$ cat src/rtl/ctrl_pkg.sv
// ctrl_pkg -- shared types and constants for the ctrl_fsm instruction sequencer.
//   state_e    : sequencer states
//   CLS_*      : instruction class field values (instr[8:7])
//   HALT_INSTR : all-ones instruction that stops the sequencer
//   strobe_t   : one-cycle control strobes, registered as a group
package ctrl_pkg;

   typedef enum logic [2:0] {
      ST_IDLE,
      ST_FETCH,
      ST_DECODE,
      ST_EXEC,
      ST_MEM,
      ST_WB,
      ST_HALT
   } state_e;

   localparam logic [1:0] CLS_R   = 2'b00;
   localparam logic [1:0] CLS_I   = 2'b01;
   localparam logic [1:0] CLS_BR  = 2'b10;
   localparam logic [1:0] CLS_MEM = 2'b11;

   localparam logic [8:0] HALT_INSTR = 9'h1FF;

   typedef struct packed {
      logic pc_clr;
      logic pc_inc;
      logic pc_load;
      logic ir_load;
      logic reg_we;
      logic mem_re;
      logic mem_we;
   } strobe_t;

endpackage

$ cat src/rtl/retire_cnt.sv
// retire_cnt -- saturating retired-instruction counter.
//   clk, reset : clock, asynchronous active-high reset
//   inc        : one-cycle retire pulse
//   count      : retire count, sticks at all ones instead of wrapping
module retire_cnt #(
   parameter int CNT_W = 16
) (
   input  logic             clk,
   input  logic             reset,
   input  logic             inc,
   output logic [CNT_W-1:0] count
);

   logic [CNT_W-1:0] count_q, count_d;

   always_comb begin
      count_d = count_q;
      if (inc && !(&count_q)) count_d = count_q + CNT_W'(1);
   end

   always_ff @(posedge clk or posedge reset) begin
      if (reset) count_q <= '0;
      else       count_q <= count_d;
   end

   assign count = count_q;

endmodule

$ cat src/rtl/ctrl_fsm.sv
// ctrl_fsm -- multi-cycle instruction sequencer (IDLE/FETCH/DECODE/EXEC/MEM/WB/HALT).
//   clk, reset        : clock, asynchronous active-high reset
//   start             : begin execution (honoured only in IDLE and HALT)
//   instr_valid/instr : fetch handshake; instr = {class[8:7], funct[6:3], operand[2:0]}
//   zero              : ALU zero flag, sampled in EXEC for EQ branches
//   alu_op/funct_bit  : IR class/funct fields, stable from DECODE until the next fetch
//   pc_*, ir_load, reg_we, mem_re, mem_we : one-cycle registered strobes
//   halted            : high while in HALT
//   retired           : saturating retire count; only built when CTRL_PERF_CNT_EN is
//                       defined, otherwise tied to zero
module ctrl_fsm
   import ctrl_pkg::*;
#(
   parameter int INSTR_W = 9,
   parameter int CNT_W   = 16
) (
   input  logic               clk,
   input  logic               reset,
   input  logic               start,
   input  logic               instr_valid,
   input  logic [INSTR_W-1:0] instr,
   input  logic               zero,
   output logic [1:0]         alu_op,
   output logic [3:0]         funct_bit,
   output logic               pc_clr,
   output logic               pc_inc,
   output logic               pc_load,
   output logic               ir_load,
   output logic               reg_we,
   output logic               mem_re,
   output logic               mem_we,
   output logic               halted,
   output logic [CNT_W-1:0]   retired
);

   state_e             state_q, state_d;
   logic [INSTR_W-1:0] ir_q, ir_d;
   strobe_t            strb_q, strb_d;
   logic [1:0]         cls;
   logic [3:0]         fn;
   logic               is_halt;

   assign cls     = ir_q[8:7];
   assign fn      = ir_q[6:3];
   assign is_halt = (ir_q[8:0] == HALT_INSTR) && (&ir_q);

   // State, IR and strobe registers
   always_ff @(posedge clk or posedge reset) begin
      if (reset) begin
         state_q <= ST_IDLE;
         ir_q    <= '0;
         strb_q  <= '0;
      end else begin
         state_q <= state_d;
         ir_q    <= ir_d;
         strb_q  <= strb_d;
      end
   end

   // Next state; IR only moves on the fetch handshake
   always_comb begin
      state_d = state_q;
      ir_d    = ir_q;
      case (state_q)
         ST_IDLE:   if (start) state_d = ST_FETCH;
         ST_FETCH:  if (instr_valid) begin
                       state_d = ST_DECODE;
                       ir_d    = instr;
                    end
         ST_DECODE: state_d = is_halt ? ST_HALT : ST_EXEC;
         ST_EXEC:   case (cls)
                       CLS_R, CLS_I: state_d = ST_WB;
                       CLS_BR:       state_d = ST_FETCH;
                       CLS_MEM:      state_d = ST_MEM;
                       default:      state_d = ST_WB;
                    endcase
         ST_MEM:    state_d = fn[0] ? ST_FETCH : ST_WB;
         ST_WB:     state_d = ST_FETCH;
         ST_HALT:   if (start) state_d = ST_FETCH;
         default:   state_d = ST_IDLE;
      endcase
   end

   // Strobes are decided on the transition and registered, so each one is high
   // for exactly the cycle spent in the target state (WB, MEM) or, for branches
   // and pc_clr, the first cycle of the following FETCH.
   always_comb begin
      strb_d = '0;
      case (state_q)
         ST_IDLE, ST_HALT: strb_d.pc_clr = start;
         ST_FETCH:         strb_d.ir_load = instr_valid;
         ST_EXEC: begin
            case (cls)
               CLS_BR: begin
                  // funct[3]=1 is unconditional, otherwise taken on zero
                  strb_d.pc_load = fn[3] | zero;
                  strb_d.pc_inc  = ~(fn[3] | zero);
               end
               CLS_MEM: begin
                  strb_d.mem_re = ~fn[0];
                  strb_d.mem_we = fn[0];
                  strb_d.pc_inc = fn[0];
               end
               default: begin
                  strb_d.reg_we = 1'b1;
                  strb_d.pc_inc = 1'b1;
               end
            endcase
         end
         ST_MEM: begin
            strb_d.reg_we = ~fn[0];
            strb_d.pc_inc = ~fn[0];
         end
         default: strb_d = '0;
      endcase
   end

   assign alu_op    = cls;
   assign funct_bit = fn;
   assign pc_clr    = strb_q.pc_clr;
   assign pc_inc    = strb_q.pc_inc;
   assign pc_load   = strb_q.pc_load;
   assign ir_load   = strb_q.ir_load;
   assign reg_we    = strb_q.reg_we;
   assign mem_re    = strb_q.mem_re;
   assign mem_we    = strb_q.mem_we;
   assign halted    = (state_q == ST_HALT);

`ifdef CTRL_PERF_CNT_EN
   // An instruction retires on the edge that leaves its last state
   logic retire;
   assign retire = ((state_q == ST_EXEC) && (cls == CLS_BR)) ||
                   ((state_q == ST_MEM) && fn[0]) ||
                   (state_q == ST_WB);

   retire_cnt #(.CNT_W(CNT_W)) u_retire_cnt (
      .clk   (clk),
      .reset (reset),
      .inc   (retire),
      .count (retired)
   );
`else
   assign retired = '0;
`endif

endmodule
$ cat config.mk
export PLATFORM = sky130hd
export DESIGN_NAME = ctrl_fsm
export DESIGN_NICKNAME = d
export VERILOG_FILES = /design/src/rtl/ctrl_pkg.sv /design/src/rtl/retire_cnt.sv /design/src/rtl/ctrl_fsm.sv
export SDC_FILE = /design/constraint.sdc
export NUM_CORES = 1
export LEC_CHECK = 0
export ABC_CLOCK_PERIOD_IN_PS = 1390
export BUFFER_PORTS_ARGS = -buffer_cell sky130_fd_sc_hd__buf_2
export CAP_MARGIN = 0
export CORE_AREA = 2 2 55 57
export DETAILED_ROUTE_END_ITERATION = 8
export DIE_AREA = 0 0 57 59
export MAX_ROUTING_LAYER = met4
export PLACE_DENSITY_LB_ADDON = 0.1
export SETUP_SLACK_MARGIN = 0.05
export SLEW_MARGIN = 20
export SYNTH_ARGS = -nofsm -noshare
export SYNTH_HDL_FRONTEND = slang
export SYNTH_SLANG_ARGS = --single-unit
export TNS_END_PERCENT = 30
$ cat constraint.sdc
create_clock -name clk -period 1.39 [get_ports clk]
set_clock_uncertainty 0.1 [all_clocks]
set_input_delay 0.0695 -clock clk [delete_from_list [all_inputs] [get_ports clk]]
set_output_delay 0.0695 -clock clk [all_outputs]
set_load 0.05 [all_outputs]
Word level (Yosys, flattened, before mapping)
Index checks and enable logic that the tools add are counted.
{"block": "totals", "reg_bits": 19}
{"block": "op_classes", "n_eq_ne": 12, "mux": 16, "bitwise": 3, "reduce_logical": 9}
{"cell": "$pmux 3 s6", "n": 1}
{"cell": "$mux 3", "n": 4}
{"cell": "$eq 3x3->1 const B", "n": 3}
{"cell": "$eq 9x9->1 const B", "n": 1}
{"cell": "$pmux 3 s3", "n": 1}
{"cell": "$reduce_and 9->1", "n": 1}
{"cell": "$eq 3x2->1 const B", "n": 2}
{"cell": "$pmux 1 s2", "n": 3}
{"cell": "$reduce_or 2->1", "n": 3}
{"cell": "$mux 1", "n": 5}
{"cell": "$eq 2x2->1 const B", "n": 2}
{"cell": "$mux 2", "n": 2}
{"cell": "$reduce_and 2->1", "n": 2}
{"cell": "$eq 3x1->1 const B", "n": 1}
{"cell": "$logic_not 3->1", "n": 1}
{"cell": "$eq 2x1->1 const B", "n": 1}
{"cell": "$logic_not 2->1", "n": 1}
{"cell": "$ne 2x1->1 const B", "n": 1}
{"cell": "$ne 2x2->1 const B", "n": 1}
{"cell": "$not 1->1", "n": 2}
{"cell": "$logic_and 1x1->1", "n": 1}
{"cell": "$or 1x1->1", "n": 1}

Logic depth before layout (Yosys ltp)
Gate-level depths: netlist (run 1).
{"block": "depth", "word_depth": 4, "mapped_depth": 5}

Worst setup path after synthesis (run 1)
No wires, ideal clock.
{"block": "synth_path", "kind": "register to register", "start": "register state_q[1]", "end": "register ir_q[0]", "t_arrival_ns": 1.167, "required_time_ns": 1.165, "path_slack_ns": -0.002, "stages_incl_launch_ff": 5, "n_path_buf": 2, "cell_sequence": "dfrtp_1 -> buf_6 -> nor3_4 -> buf_6 -> mux2_4"}
{"block": "synth_between", "elab_chain_len": 2}
{"item": "from (decl)", "line_no": "ctrl_fsm.sv:36", "text": "state_e state_q, state_d;"}
{"item": "from (signal assigned)", "line_no": "ctrl_fsm.sv:54", "text": "state_q <= state_d;"}
{"item": "$eq 3x1->1", "line_no": "ctrl_fsm.sv:64", "text": "case (state_q)"}
{"item": "$reduce_and 2->1 (no line)"}
{"item": "to (signal assigned)", "line_no": "ctrl_fsm.sv:55", "text": "ir_q <= ir_d;"}
{"item": "to (decl)", "line_no": "ctrl_fsm.sv:37", "text": "logic [INSTR_W-1:0] ir_q, ir_d;"}
Every way passes these cells.
A chain may end at the register's enable or synchronous reset.

Worst setup path in the final report (run 1)
{"block": "layout_path", "start": "register state_q[0]", "end": "output halted"}
{"block": "layout_between", "elab_chain_len": 1}
{"item": "$eq 3x3->1", "line_no": "ctrl_fsm.sv:127", "text": "assign halted = (state_q == ST_HALT);"}
{"item": "to (decl)", "line_no": "ctrl_fsm.sv:32", "text": "output logic halted,"}
Every way passes these cells.

==> implementation parameters, run 1 <==
Parameter                              Value

Drt
  DRC marker count from the first detailed-route iteration ... 6
  Total length of routed wires ... between 2000 and 2500 um
  Routed length per instance ... approximately 12 um
  Count of vias placed by the detailed router ... between 700 and 800
  Count of TritonRoute iterations in the first routing pass ... 3
  Routed Antenna Nets ... 0
  DRC violations left ... 0
  Number of vias per cell after detailed routing ... 4.378

Power and ir drop
  Internal portion of total power ... ~1800 uW
  Leakage power ... between 0.0007 and 0.0008 uW
  Largest vdd supply drop ... roughly 1.4 mV
  Clock network fraction of total power ... under 10%
  Total power after layout ... around 3300 uW
  P_sw ... between 1500 and 2000 uW
  Power share of the sequential group ... between 20% and 30%
  Power Density ... 2341 nW/um^2
  Combinational fraction of design power ... about three fifths
  Switching share of power ... a little under half

Die
  Row count ... 19
  Die span in y ... just under 60 um
  Top-level I/O count ... 44
  Die Width ... 57 um
  Starting density of the core ... about two fifths
  Core outline area ... between 2000 and 3000 um^2
  Area enclosed by the die boundary ... between 3000 and 4000 um^2

Yosys
  Synthesized area divided by synthesized cell count ... roughly 11 um^2
  Flip-flop and latch count after synthesis ... 19
  Post-Synth XOR/XNOR Area ... 0.8343%
  Post-Synth Adder-Cell Area ... 0%
  Simple-gate share of the synthesized area ... 12.87%
  Mux contribution to synthesized area ... between 10% and 20%
  Part of the Yosys area used for sequential elements ... a little under half
  Share of flip-flops with an asynchronous set or reset ... 100.0%
  Most used flip-flop cell after synthesis ... sky130_fd_sc_hd__dfrtp_1
  Largest family of logic cells by synthesized area ... buffers and inverters
  Synth Warn # ... 0
  Number of enable flip-flop cells after synthesis ... 0
  Syn Std Cell Area ... roughly 1000 um^2
  Compound-cell area share of the yosys netlist ... around 7.7%
  Gate Count Post-Synth ... 92
  Number of distinct library cells after synthesis ... 30

Critical path
  Maximum fanout count along the critical path ... 5
  Library cell contributing the largest single delay on the critical path ... sky130_fd_sc_hd__dfrtp_1
  Worst setup path start ... state_q[0]
  Reg-to-reg critical path startpoint ... state_q[0]
  Cell class contributing the biggest share of worst-path delay ... flip-flops
  Worst-case reg-to-reg path depth ... 5
  Stage delay of the slowest cell on the critical path ... around 420 ps
  WS Path Type ... reg2out
  Crit path arrival time ... roughly 1300 ps
  End point of the critical path ... halted
  Sort of element at the end of the critical path ... primary output
  Reg2reg setup slack ... 0 ps
  Startpoint type of the worst setup path ... flip-flop
  Total number of cells along the worst setup path ... 4
  Worst reg2reg endpoint ... ir_q[8]
  Endpoint required time on the critical path ... approximately 1200 ps
  Critical path buffers and inverters ... 2
  Series of cell instances along the critical path ... buf_6, nor2b_4, and2_4, buf_8

GRT
  Largest net degree at the start of global routing ... 20
  Vias in the first global route ... about 730
  Antenna violations before repair ... 0
  Overall global routing resource usage ... between 10% and 20%
  Remaining Overflow, GRT ... 0
  Wire length of the first global-routing pass ... around 3200 um

Finish
  Fill count ... about 250
  Final instance area ... between 1000 and 1500 um^2
  Layout area overhead ... 35.40%
  Antenna Diode Count ... 0
  Share of cells above drive strength 1 ... between 40% and 50%
  Final nets ... roughly 160
  Final standard cell count with taps included and fillers excluded ... ~170

Clock tree
  Maximum buffer depth of the clock tree ... 2
  CTS tree ... yes
  Clock root cell ... sky130_fd_sc_hd__clkbuf_4
  Clock network latency to the later pin of the worst-skew pair ... 310 ps
  Clock Sinks ... 19
  H-Tree Level Count ... 1
  Post-CTS clock slew at the launch and capture registers of the worst setup and hold paths ... approximately 120 ps
  Inserted Clock Buffers ... 3

Min path
  Class of the worst hold path ... in2reg
  Startpoint of the lowest-slack hold path ... instr_valid

STA
  Hold Fails Final Rpt ... 0
  Highest clock rate ... between 700 and 800 MHz
  Total of endpoints with negative setup slack in the final report ... 1
  Minimum clock period ... roughly 1400 ps
  Setup Total Neg Slack ... -30.97 ps
  Worst Slack Setup Final ... -30.97 ps
  Hold_ws ... 170.1 ps
  Part of the cycle the worst path needs ... 102.2%
  Final Max Tran Viols ... 0
  RSZ-0062 raised after global routing ... yes

Place
  Placed cell count ... ~150
  Final estimated routing congestion in global placement ... ~0.82
  HPWL reported at the end of detailed placement ... roughly 1400 um
  Count of input and output buffers ... 27
  Dpl cell area ... 1170 um^2

Outcome
  Outcome ... finished, violations left
  Violations in the final reports ... negative setup slack

Job
  Number of max-cap violations ... 0
==> power groups by stage <==
stage | clock network, uW | logic (uW) | registers (uW)
final | 298 | 2060 | 975
after global routing | 325 | 2180 | 1010
after CTS | 311 | 2130 | 973
after detailed placement | 0 | 1760 | 996
after global placement | 0 | 1760 | 987
after floorplan | 0 | 1390 | 1130
==> flip-flops by register name, indices dropped and copies added, names as in the netlist <==
signal,flops
ir_q,9
state_q,3
ir_load,1
mem_re,1
mem_we,1
pc_clr,1
pc_inc,1
pc_load,1
reg_we,1
==> stage by stage <==
step | worst slack, ps | util, %
final | -30.97 | 52.45
after global routing | -70.32 | 52.45
after CTS | -34.52 | 53.55
after detailed placement | -15.33 | 43.17
after global placement | 13.90 | 43.17
after floorplan | 16.21 | -
==> synthesized netlist by cell type (all sizes together) (2+ instances only) <==
cell	number	area share, %
buf	26	19
dfrtp	19	45
mux2	9	13
nor3	5	3.5
nand2	4	1.7
inv	3	1.1
nor2b	3	1.8
a21oi	2	0.95
nand2b	2	1.2
nor2	2	0.72
o21ai	2	0.95
==> metal layers <==
metal / GRT usage, % / routed length, um / vias up
li1: - / - / 373
met1: 14.99 / 842 / 349
met2: 22.82 / 1029 / 24
met3: 1.965 / 84 / 7
met4: 7.973 / 68 / 0
met5: - / 0 / -
==> cell type report <==
type,instances,area (um^2),area share (%)
Multi-Input combinational cell,59,459.2,32.31
Sequential cell,19,476.7,33.54
Clock inverter,1,5.005,0.3521
Clock buffer,3,22.52,1.585
Tap cell,31,38.79,2.729
Inverter,3,11.26,0.7923
Timing Repair Buffer,56,407.9,28.70
==> cell usage in the layout, fill, tap and decap left out, types with 2 or more instances in the layout <==
cell,n
sky130_fd_sc_hd__buf_2,26
sky130_fd_sc_hd__buf_4,13
sky130_fd_sc_hd__buf_6,4
sky130_fd_sc_hd__clkbuf_4,3
sky130_fd_sc_hd__conb_1,16
sky130_fd_sc_hd__dfrtp_1,18
sky130_fd_sc_hd__dlygate4sd3_1,12
sky130_fd_sc_hd__inv_1,3
sky130_fd_sc_hd__mux2_4,9
sky130_fd_sc_hd__nand2_1,3
sky130_fd_sc_hd__nand2b_1,2
sky130_fd_sc_hd__nor2_1,2
sky130_fd_sc_hd__nor2b_1,2
sky130_fd_sc_hd__nor3_1,4
sky130_fd_sc_hd__o21ai_2,2
==> worst reg2reg max path: cells and delay by family (launching register included) <==
family,cells,cell delay [ps]
buffers and inverters,2,280
DFF,1,400
and+or+nand+nor,2,200
muxes,1,300
==> what timing repair did <==
item / CTS / global route
endpoints found under the setup margin: 11 / 17
hold endpoints to repair: 32 / 0
resized for setup: 18 / 2
pin swaps: 3 / 0
cloned: 1 / 0
hold buffers: 12 / 0
setup buffers: 7 / 1
==> worst min-delay path by stage <==
stage	endpoint	slack, ps	cells after the start
after floorplan	ir_load	-80	1
after detailed placement	reg_we	10	3
final	ir_load	170	5
after global placement	pc_load	0.4	3
after CTS	state_q[0]	130	4
after global routing	ir_load	160	5
==> cell families after synthesis <==
group	Yosys count
buffers and inverters	29
xor gates and xnor gates	1
other	1
AOI/OAI and AO/OA	11
and+or+nand+nor	22
muxes	9
DFF	19
Power figures use the tool's default switching activity.
==> run 2: changes to the inputs <==
--- a/config.mk
+++ b/config.mk
@@ -5,7 +5,7 @@
 export SDC_FILE = /design/constraint.sdc
 export NUM_CORES = 1
 export LEC_CHECK = 0
-export ABC_CLOCK_PERIOD_IN_PS = 1390
+export ABC_CLOCK_PERIOD_IN_PS = 1100
 export BUFFER_PORTS_ARGS = -buffer_cell sky130_fd_sc_hd__buf_2
 export CAP_MARGIN = 0
 export CORE_AREA = 2 2 55 57
==> constraint.sdc (replaced) <==
create_clock -name clk -period 1.1 [get_ports clk]
set_clock_uncertainty 0.1 [all_clocks]
set_input_delay 0.055 -clock clk [delete_from_list [all_inputs] [get_ports clk]]
set_output_delay 0.055 -clock clk [all_outputs]
set_load 0.05 [all_outputs]
==> implementation parameters, run 2 (same netlist as run 1, synthesis figures left out) <==
Parameter                              Value

Outcome
  Outcome ... finished, violations left
  Violations in the final reports ... negative setup slack

Die
  Area enclosed by the die boundary ... ~3400 um^2
  Core outline area ... 2710 um^2
  Starting density of the core ... 38.74%
  Top-level I/O count ... 44
  Row count ... 19
  Die Width ... ~57 um
  Die span in y ... 59 um

Critical path
  Maximum fanout count along the critical path ... 7
  Reg-to-reg critical path startpoint ... state_q[1]
  Sort of element at the end of the critical path ... primary output
  Endpoint required time on the critical path ... around 940 ps
  Worst-case reg-to-reg path depth ... 4
  Startpoint type of the worst setup path ... flip-flop
  Crit path arrival time ... ~1300 ps
  Reg2reg setup slack ... -310 ps
  WS Path Type ... reg2out
  Worst reg2reg endpoint ... ir_q[8]

Drt
  DRC marker count from the first detailed-route iteration ... 8
  Routed length per instance ... ~12 um
  Total length of routed wires ... 2101 um
  DRC violations left ... 0
  Count of vias placed by the detailed router ... around 800
  Number of vias per cell after detailed routing ... around 4.3
  Count of TritonRoute iterations in the first routing pass ... 4
  Routed Antenna Nets ... 0

Clock tree
  Post-CTS clock slew at the launch and capture registers of the worst setup and hold paths ... around 110 ps
  Clock Sinks ... 19
  Inserted Clock Buffers ... 3
  H-Tree Level Count ... 1
  CTS tree ... yes
  Maximum buffer depth of the clock tree ... 2
  Clock network latency to the later pin of the worst-skew pair ... approximately 300 ps
  Clock root cell ... sky130_fd_sc_hd__clkbuf_4

GRT
  GR Util met2 ... 24.47%
  Largest net degree at the start of global routing ... 20
  Vias in the first global route ... around 790
  Remaining Overflow, GRT ... 0
  Top Usage Layer GRT ... met2
  Overall global routing resource usage ... around 14%
  Global-route track usage on met3 ... under 10%
  Met1 track demand over resource ... between 15 and 20%
  Antenna violations before repair ... 0
  Wire length of the first global-routing pass ... around 3500 um

STA
  Highest clock rate ... between 600 and 700 MHz
  Hold Fails Final Rpt ... 0
  Worst Slack Setup Final ... -342.6 ps
  Minimum clock period ... around 1400 ps
  Total of endpoints with negative setup slack in the final report ... 25
  Final Max Tran Viols ... 0
  RSZ-0062 raised after global routing ... yes
  Part of the cycle the worst path needs ... 131.1%

Finish
  Share of cells above drive strength 1 ... a little over half
  Antenna Diode Count ... 0
  Flip-flop count of the largest register, all copies and words added ... 9
  Registers with the most flip-flops ... ir_q x9, state_q x3
  Layout area overhead ... 56.62%
  Register with the most flip-flops ... ir_q
  Commonest non-fill, non-tap cells in the layout ... 22 x sky130_fd_sc_hd__buf_4, 16 x sky130_fd_sc_hd__conb_1, 16 x sky130_fd_sc_hd__dfrtp_1
  Most common library cell in the layout ignoring fill and taps ... sky130_fd_sc_hd__buf_4
  Final nets ... roughly 170
  Fill count ... 230

Place
  Final estimated routing congestion in global placement ... between 0.7 and 0.8
  HPWL reported at the end of detailed placement ... roughly 1400 um
  Count of input and output buffers ... 27
  Worst Setup Slack post-DPL ... -291.0 ps

Power and ir drop
  Leakage power ... between 0.0008 and 0.0009 uW
  Total power after layout ... 4952 uW
  Power Density ... approximately 3000 nW/um^2
  Largest vdd supply drop ... a little under 2 mV

Min path
  Hold EP ... pc_clr
  Hold path depth ... 4
  Class of the worst hold path ... in2reg
  Startpoint of the lowest-slack hold path ... start

Job
  Number of max-cap violations ... 0
-- run 2: critical path, stage by stage (launching register included) --
cell and delay (ps):
sky130_fd_sc_hd__dfrtp_2 450, sky130_fd_sc_hd__buf_6 140, sky130_fd_sc_hd__nor2b_4 120, sky130_fd_sc_hd__and2_4 130
sky130_fd_sc_hd__buf_8 140
-- run 2: per-stage QoR --
stage	cells	hold WS (ps)	TNS (ps)	area [um^2]	util (%)
after floorplan	107	-93.87	-3008	1115	-
after global placement	161	-16.55	-3850	1260	46.49
after detailed placement	161	-7.657	-4082	1260	46.49
after CTS	182	24.73	-5226	1568	57.85
after global routing	182	32.78	-6703	1644	60.66
final	182	26.89	-4955	1644	60.66
-- run 2: worst max path at each step --
stage | startpoint | to | cells after the start
after global placement | state_q[0] | ir_q[7] | 4
after floorplan | state_q[0] | ir_q[0] | 5
after global routing | state_q[1] | halted | 4
after CTS | state_q[1] | halted | 4
final | state_q[1] | halted | 4
after detailed placement | state_q[0] | ir_q[7] | 4
-- run 2: repair_timing --
| action | in CTS | in global routing |
|---|---|---|
| hold buffers | 12 | 0 |
| gates resized for setup | 32 | 28 |
| setup buffers | 4 | 0 |
| cloned | 1 | 0 |
| pin swaps | 6 | 0 |
| endpoints found under the hold margin | 31 | 0 |
| endpoints found under the setup margin | 26 | 33 |
-- run 2: routing by layer --
metal / vias to the layer above / wire length [um]
li1: 395 / -
met1: 366 / 831
met2: 23 / 1137
met3: 2 / 113
met4: 0 / 19
met5: - / 0
-- run 2: layout make-up --
type	count	area [um^2]	share of cell area [%]
inverter	3	11.26	0.6849
clock buffer	3	22.52	1.370
tap	31	38.79	2.359
timing repair buffer	66	608.1	36.99
sequential	19	479.2	29.15
clock inverter	1	7.507	0.4566
multi-input combinational	59	476.7	29.00
-- run 2: power by group --
| part | total, uW | internal [uW] | switching, uW |
|---|---|---|---|
| combinational | 3360 | 1680 | 1680 |
| sequential | 1230 | 1000 | 225 |
| clock | 359 | 139 | 221 |
